## config.mk

```make
export PLATFORM = sky130hd
export DESIGN_NAME = priority_resolver_seq
export DESIGN_NICKNAME = d
export VERILOG_FILES = /design/src/rtl/priority_resolver_seq.sv
export SDC_FILE = /design/constraint.sdc
export NUM_CORES = 1
export LEC_CHECK = 0
export CAP_MARGIN = 20
export CORE_MARGIN = 2
export CORE_UTILIZATION = 45
export DETAILED_ROUTE_END_ITERATION = 10
export PLACE_DENSITY_LB_ADDON = 0.15
export SLEW_MARGIN = 15
export SYNTH_ARGS = -nofsm -noshare
export SYNTH_HDL_FRONTEND = slang
export SYNTH_SLANG_ARGS = --single-unit
```

## constraint.sdc

```tcl
create_clock -name clk -period 4.6 [get_ports clk]
set_input_delay 1.38 -clock clk [delete_from_list [all_inputs] [get_ports clk]]
set_output_delay 1.38 -clock clk [all_outputs]
set_load 0.03 [all_outputs]
```

## src/rtl/priority_resolver_seq.sv

```systemverilog
// priority_resolver_seq: registered PIC priority resolver. It owns the ISR, the
// two-pulse acknowledge sequence, EOI handling and the rotating priority pointer.
// Latency: there is one cycle from an irr/imr/isr change to int_out. The
// irr_clear, vec_valid and isr outputs update on the clock edge after ack.
// Backpressure: none. Each strobe is acted on in the cycle it is seen.
// Optional macro PRI_RES_SPECIAL_MASK_EN adds input smm (special mask mode).
// Ports:
//   clk, rst_n          clock, async active-low reset
//   irr, imr            request and mask vectors (imr 1 = masked)
//   sfnm, aeoi,         mode bits: special fully nested, auto EOI,
//   rotate_aeoi         and rotate on auto EOI
//   ack                 INTA strobe (two per sequence)
//   eoi_*, setpri_valid EOI / set-priority command interface
//   int_out, irr_clear  CPU interrupt line, IRR clear pulse
//   vec_valid, vec_idx  serviced channel report
//   isr, lowest_ptr     in-service register, lowest-priority channel
module priority_resolver_seq #(
  parameter int NUM_IRQ = 8,
  parameter int IDX_W   = $clog2(NUM_IRQ)
) (
  input  logic               clk,
  input  logic               rst_n,
  input  logic [NUM_IRQ-1:0] irr,
  input  logic [NUM_IRQ-1:0] imr,
  input  logic               sfnm,
  input  logic               aeoi,
  input  logic               rotate_aeoi,
`ifdef PRI_RES_SPECIAL_MASK_EN
  input  logic               smm,
`endif
  input  logic               ack,
  input  logic               eoi_valid,
  input  logic               eoi_specific,
  input  logic               eoi_rotate,
  input  logic [IDX_W-1:0]   eoi_level,
  input  logic               setpri_valid,
  output logic               int_out,
  output logic [NUM_IRQ-1:0] irr_clear,
  output logic               vec_valid,
  output logic [IDX_W-1:0]   vec_idx,
  output logic [NUM_IRQ-1:0] isr,
  output logic [IDX_W-1:0]   lowest_ptr
);

  typedef enum logic {IDLE, ACK1} state_t;

  state_t             state, state_n;
  logic               win_valid, win_valid_n;
  logic [IDX_W-1:0]   win_idx, win_idx_n;
  logic               spur, spur_n;
  logic [NUM_IRQ-1:0] isr_n, irr_clear_n, set_mask, clr_mask;
  logic [NUM_IRQ-1:0] cand, blk_isr;
  logic [IDX_W-1:0]   ptr_n, vec_idx_n, top_idx, ch;
  logic               vec_valid_n, top_found, blocked, level_ok;

  // The channel at priority rank r (rank 0 = highest) for a given pointer.
  function automatic logic [IDX_W-1:0] rot_idx(input logic [IDX_W-1:0] ptr, input int r);
    return IDX_W'((int'(ptr) + 1 + r) % NUM_IRQ);
  endfunction

  assign cand = irr & ~imr;
`ifdef PRI_RES_SPECIAL_MASK_EN
  assign blk_isr = smm ? (isr & ~imr) : isr;
`else
  assign blk_isr = isr;
`endif

  assign level_ok = ({1'b0, eoi_level} < (IDX_W+1)'(NUM_IRQ));

  // Walk the channels in priority order. A request is eligible only if no
  // blocking ISR bit has been passed yet. In sfnm mode the blocking channel
  // itself is still eligible, because the block is applied after the check.
  always_comb begin
    win_valid_n = 1'b0;
    win_idx_n   = '0;
    top_found   = 1'b0;
    top_idx     = '0;
    blocked     = 1'b0;
    ch          = '0;
    for (int r = 0; r < NUM_IRQ; r++) begin
      ch = rot_idx(lowest_ptr, r);
      if (!sfnm && blk_isr[ch]) blocked = 1'b1;
      if (cand[ch] && !blocked && !win_valid_n) begin
        win_valid_n = 1'b1;
        win_idx_n   = ch;
      end
      if (blk_isr[ch]) blocked = 1'b1;
      if (isr[ch] && !top_found) begin
        top_found = 1'b1;
        top_idx   = ch;
      end
    end
  end

  // Next-state and datapath update logic.
  always_comb begin
    state_n     = state;
    spur_n      = spur;
    vec_idx_n   = vec_idx;
    vec_valid_n = 1'b0;
    irr_clear_n = '0;
    set_mask    = '0;
    clr_mask    = '0;
    ptr_n       = lowest_ptr;

    // setpri has the lowest precedence. Later assignments below override it.
    if (setpri_valid && level_ok) ptr_n = eoi_level;

    case (state)
      IDLE: begin
        if (ack) begin
          state_n = ACK1;
          if (win_valid) begin
            set_mask[win_idx]    = 1'b1;
            irr_clear_n[win_idx] = 1'b1;
            vec_idx_n            = win_idx;
            spur_n               = 1'b0;
          end else begin
            vec_idx_n = IDX_W'(NUM_IRQ - 1);
            spur_n    = 1'b1;
          end
        end
      end
      ACK1: begin
        if (ack) begin
          state_n     = IDLE;
          vec_valid_n = 1'b1;
          if (aeoi && !spur) begin
            clr_mask[vec_idx] = 1'b1;
            if (rotate_aeoi) ptr_n = vec_idx;
          end
        end
      end
      default: state_n = IDLE;
    endcase

    if (eoi_valid) begin
      if (eoi_specific) begin
        if (level_ok) begin
          clr_mask[eoi_level] = 1'b1;
          if (eoi_rotate) ptr_n = eoi_level;
        end
      end else if (top_found) begin
        clr_mask[top_idx] = 1'b1;
        if (eoi_rotate) ptr_n = top_idx;
      end
    end

    // When a bit is set and cleared in the same cycle, the set wins.
    isr_n = (isr & ~clr_mask) | set_mask;
  end

  always_ff @(posedge clk or negedge rst_n) begin
    if (!rst_n) state <= IDLE;
    else        state <= state_n;
  end

  always_ff @(posedge clk or negedge rst_n) begin
    if (!rst_n) begin
      isr        <= '0;
      lowest_ptr <= IDX_W'(NUM_IRQ - 1);
      win_valid  <= 1'b0;
      win_idx    <= '0;
      irr_clear  <= '0;
      vec_valid  <= 1'b0;
      vec_idx    <= '0;
      spur       <= 1'b0;
    end else begin
      isr        <= isr_n;
      lowest_ptr <= ptr_n;
      win_valid  <= win_valid_n;
      win_idx    <= win_idx_n;
      irr_clear  <= irr_clear_n;
      vec_valid  <= vec_valid_n;
      vec_idx    <= vec_idx_n;
      spur       <= spur_n;
    end
  end

  // int_out drops in the cycle the vector is delivered, even if another
  // winner is already waiting.
  assign int_out = (state == ACK1) | (win_valid & ~vec_valid);

endmodule

```

==> summary.md <==
| Metric | Value |
|---|---|
| EDFF count, synth | 0 |
| Post-Syn Area | about 0.0033 mm² |
| FP Rows | 31 |
| Skew final | around 0.012 ns |
| Slew @ Worst Pin | roughly 1 ns |
| GRT met1 Usage | 39.1% |
| Via/cell ratio | around 6.4 |
| Post-synthesis async set-or-reset flop share | 100% |
| Worst path top cell family by delay | multiplexers |
| DR WL/cell | between 15 and 20 µm |
| Iteration count of the initial detailed-routing pass | 7 |
| Synth cell types | 73 |
| Slew margin rel. | approximately 33% |
| Gr usage total | 25.2% |
| Layout cells sized above 1 | 13.3% |
| Worst min path class | reg2reg |
| Number of antenna diodes | 0 |
| Num CTS Buffers | 5 |
| Syn Nets | a little over 400 |
| Initial core utilization | between 40 and 50% |
| Register area | 729 µm² |
| Clock Tree Root | clkbuf_8 |
| Post-synthesis sequential area ratio | around 22% |
| Syn avg cell area | a little under 9 µm² |
| Final GP Congestion | between 0.9 and 1 |
| Fill cells | about 660 |
| Fmax | 250 MHz |
| Met2 GRT Util | 36.3% |
| Most Used Layer, Global Route | met1 |
| Die W | roughly 90 µm |
| CP Max Fanout | 23 |
| Resized Gates After CTS | 0 |
| Die area | ~0.008 mm² |
| Non-filler instance count after layout | 527 |
| CP bufs+invs | 1 |
| Critical path class | reg2reg |
| Post-CTS Repair Setup Buffers | 0 |
| Most frequent cells in the layout | clkdlybuf4s50_1 (52), nor2_1 (43), nand2_1 (26), dfrtp_1 (26) |
| Placed insts | 519 |
| Most common cell after layout, fill and taps aside | clkdlybuf4s50_1 |
| Hold Buf Count CTS | 0 |
| Hold Fails Final Rpt | 0 |
| Synthesis warning total | 0 |
| HPWL Detailed | approximately 7.5 mm |
| Worst-path cell chain | buf_4, mux4_1, mux2i_2, nand3_1, nand2b_1, o31ai_1, nand4_1, o41a_1 |
| Port bufs | 52 |
| Via count | ~3400 |
| Cells after Synth | 377 |
| H-tree depth | 2 |
| Slowest-stage cell, CP | dfstp_2 |
| Multi-input gate area | ~0.0024 mm² |
| Final Max Tran Viols | 0 |
| RSZ-0062 raised after global routing | false |
| CP Launch Type | flop |
| Antenna violations before repair | 0 |
| Vias in the first global route | 2913 |
| Residual DRC | 0 |
| CTS sink cnt | 29 |
| Synthesis-stage register bit count | 29 |
| DRT antenna net count | 0 |
| Clk pin slew, worst setup/hold paths | roughly 0.06 ns |
| Area added between synthesis and finish | 23.3% |
| Fin crit share | between 80% and 90% |
| Post-layout nets | 460 |
| Total grt overflow | 0 |
| Commonest register cell after synthesis | dfrtp_1 |
| Status | completed |
| CTS tree | built |
| I/O pins | 53 |
| First-pass GRT wire length | ~15 mm |
| Iter 0 DRT Violations | 429 |
| Arrival @ worst endpoint | roughly 4.2 ns |
| Die H | 89.6 µm |
| Grt met3 use | between 4 and 5% |
| Endpoints failing setup | 0 |
| Final setup TNS | 0 ns |
| Min Clock Period, post-route | 4.00 ns |
| CP endpoint kind | flop |
| Peak per-stage delay on the critical path | 0.67 ns |
| Routed Wire Length | between 9 and 10 mm |
| Max Buffers Root-to-Sink | 2 |
| Clk_lat worst skew | 0.29 ns |
| Core area | 0.00718 mm² |
| Max-cap violations | 0 |
| Worst Path Required | ~4.8 ns |
| Largest net degree at the start of global routing | 41 |
final cells by class:
cell class,instances,area share (%)
Sequential cell,29,17.9
Multi-Input combinational cell,313,59.4
Tap cell,99,3.04
Clock buffer,5,1.69
Clock inverter,3,1.60
Timing Repair Buffer,61,14.8
Inverter,17,1.57
synthesized netlist by cell type, types with 3 or more instances:
master	number	area, µm²
nand4_1	8	50.1
a21oi_1	16	80.1
a31oi_1	8	50.1
mux2i_1	17	170
a41oi_1	4	35.0
mux2_2	12	135
nand3b_1	3	22.5
inv_1	16	60.1
nor2_1	43	161
nand2b_1	8	50.1
dfrtp_1	26	651
o21ai_0	18	90.1
o221ai_1	6	52.6
or4bb_1	4	45.0
o41ai_1	3	26.3
or2_1	3	18.8
mux4_2	18	405
nand3_1	17	85.1
nor3_1	10	50.1
clkbuf_1	9	33.8
o31ai_1	4	30.0
buf_2	5	25.0
o211ai_1	3	22.5
dfstp_2	3	78.8
nand2_1	26	97.6
nor4bb_1	5	50.1
ha_1	4	50.1
nor2b_1	11	68.8
a211oi_1	3	22.5
o22ai_1	3	18.8
o31a_1	3	26.3
and3_1	3	18.8
sequential cells by signal, indices dropped and copies added, names as in the netlist:
register / count
irr_clear: 8
isr: 8
lowest_ptr: 3
vec_idx: 3
win_idx: 3
spur: 1
state: 1
vec_valid: 1
win_valid: 1
worst reg2reg max path, delay by kind of cell (launching register included):
family / cells / cell delay (ns)
flip-flops: 1 / 0.67
AO/OA/AOI/OAI: 2 / 0.98
buffers and inverters: 1 / 0.36
multiplexers: 2 / 1.09
AND/OR/NAND/NOR: 3 / 0.78
worst paths after layout:
path / startpoint / end / slack, ns / cells past startpoint
setup / recovery: lowest_ptr[0] / isr[5] / 0.60 / 8
hold / removal: spur / spur / 0.53 / 1
setup reg to reg: lowest_ptr[0] / isr[5] / 0.60 / 8
hold reg to reg: spur / spur / 0.53 / 1
max in group asynchronous: rst_n / isr[7] / 2.39 / 2
min in group asynchronous: rst_n / isr[0] / 1.55 / 1
cell families after synthesis:
group,synth area share [%]
fa+ha+maj,1.52
simple gates,26.6
buf+inv,4.63
flops,22.1
mux,22.8
compound gates,20.2
xor+xnor,2.20
per-stage QoR:
| step | hold slack, ns | area (µm²) | utilization [%] | setup WS, ns |
|---|---|---|---|---|
| floorplan | 0.481 | 3300 | - | 0.142 |
| global placement | 0.510 | 3940 | 54.8 | 0.441 |
| detailed placement | 0.516 | 3940 | 54.8 | 0.392 |
| CTS | 0.537 | 4070 | 56.7 | 0.672 |
| global route | 0.543 | 4070 | 56.7 | 0.435 |
| finish | 0.526 | 4070 | 56.7 | 0.602 |
per-layer routing:
layer	part of all wire, %	wire (µm)
met1	47	4600
met2	44	4320
met3	7.5	739
met4	1.8	180
met5	0	0
Power is not shown: default switching activity piles up to over one toggle a cycle in this logic, so the estimate is an artifact.
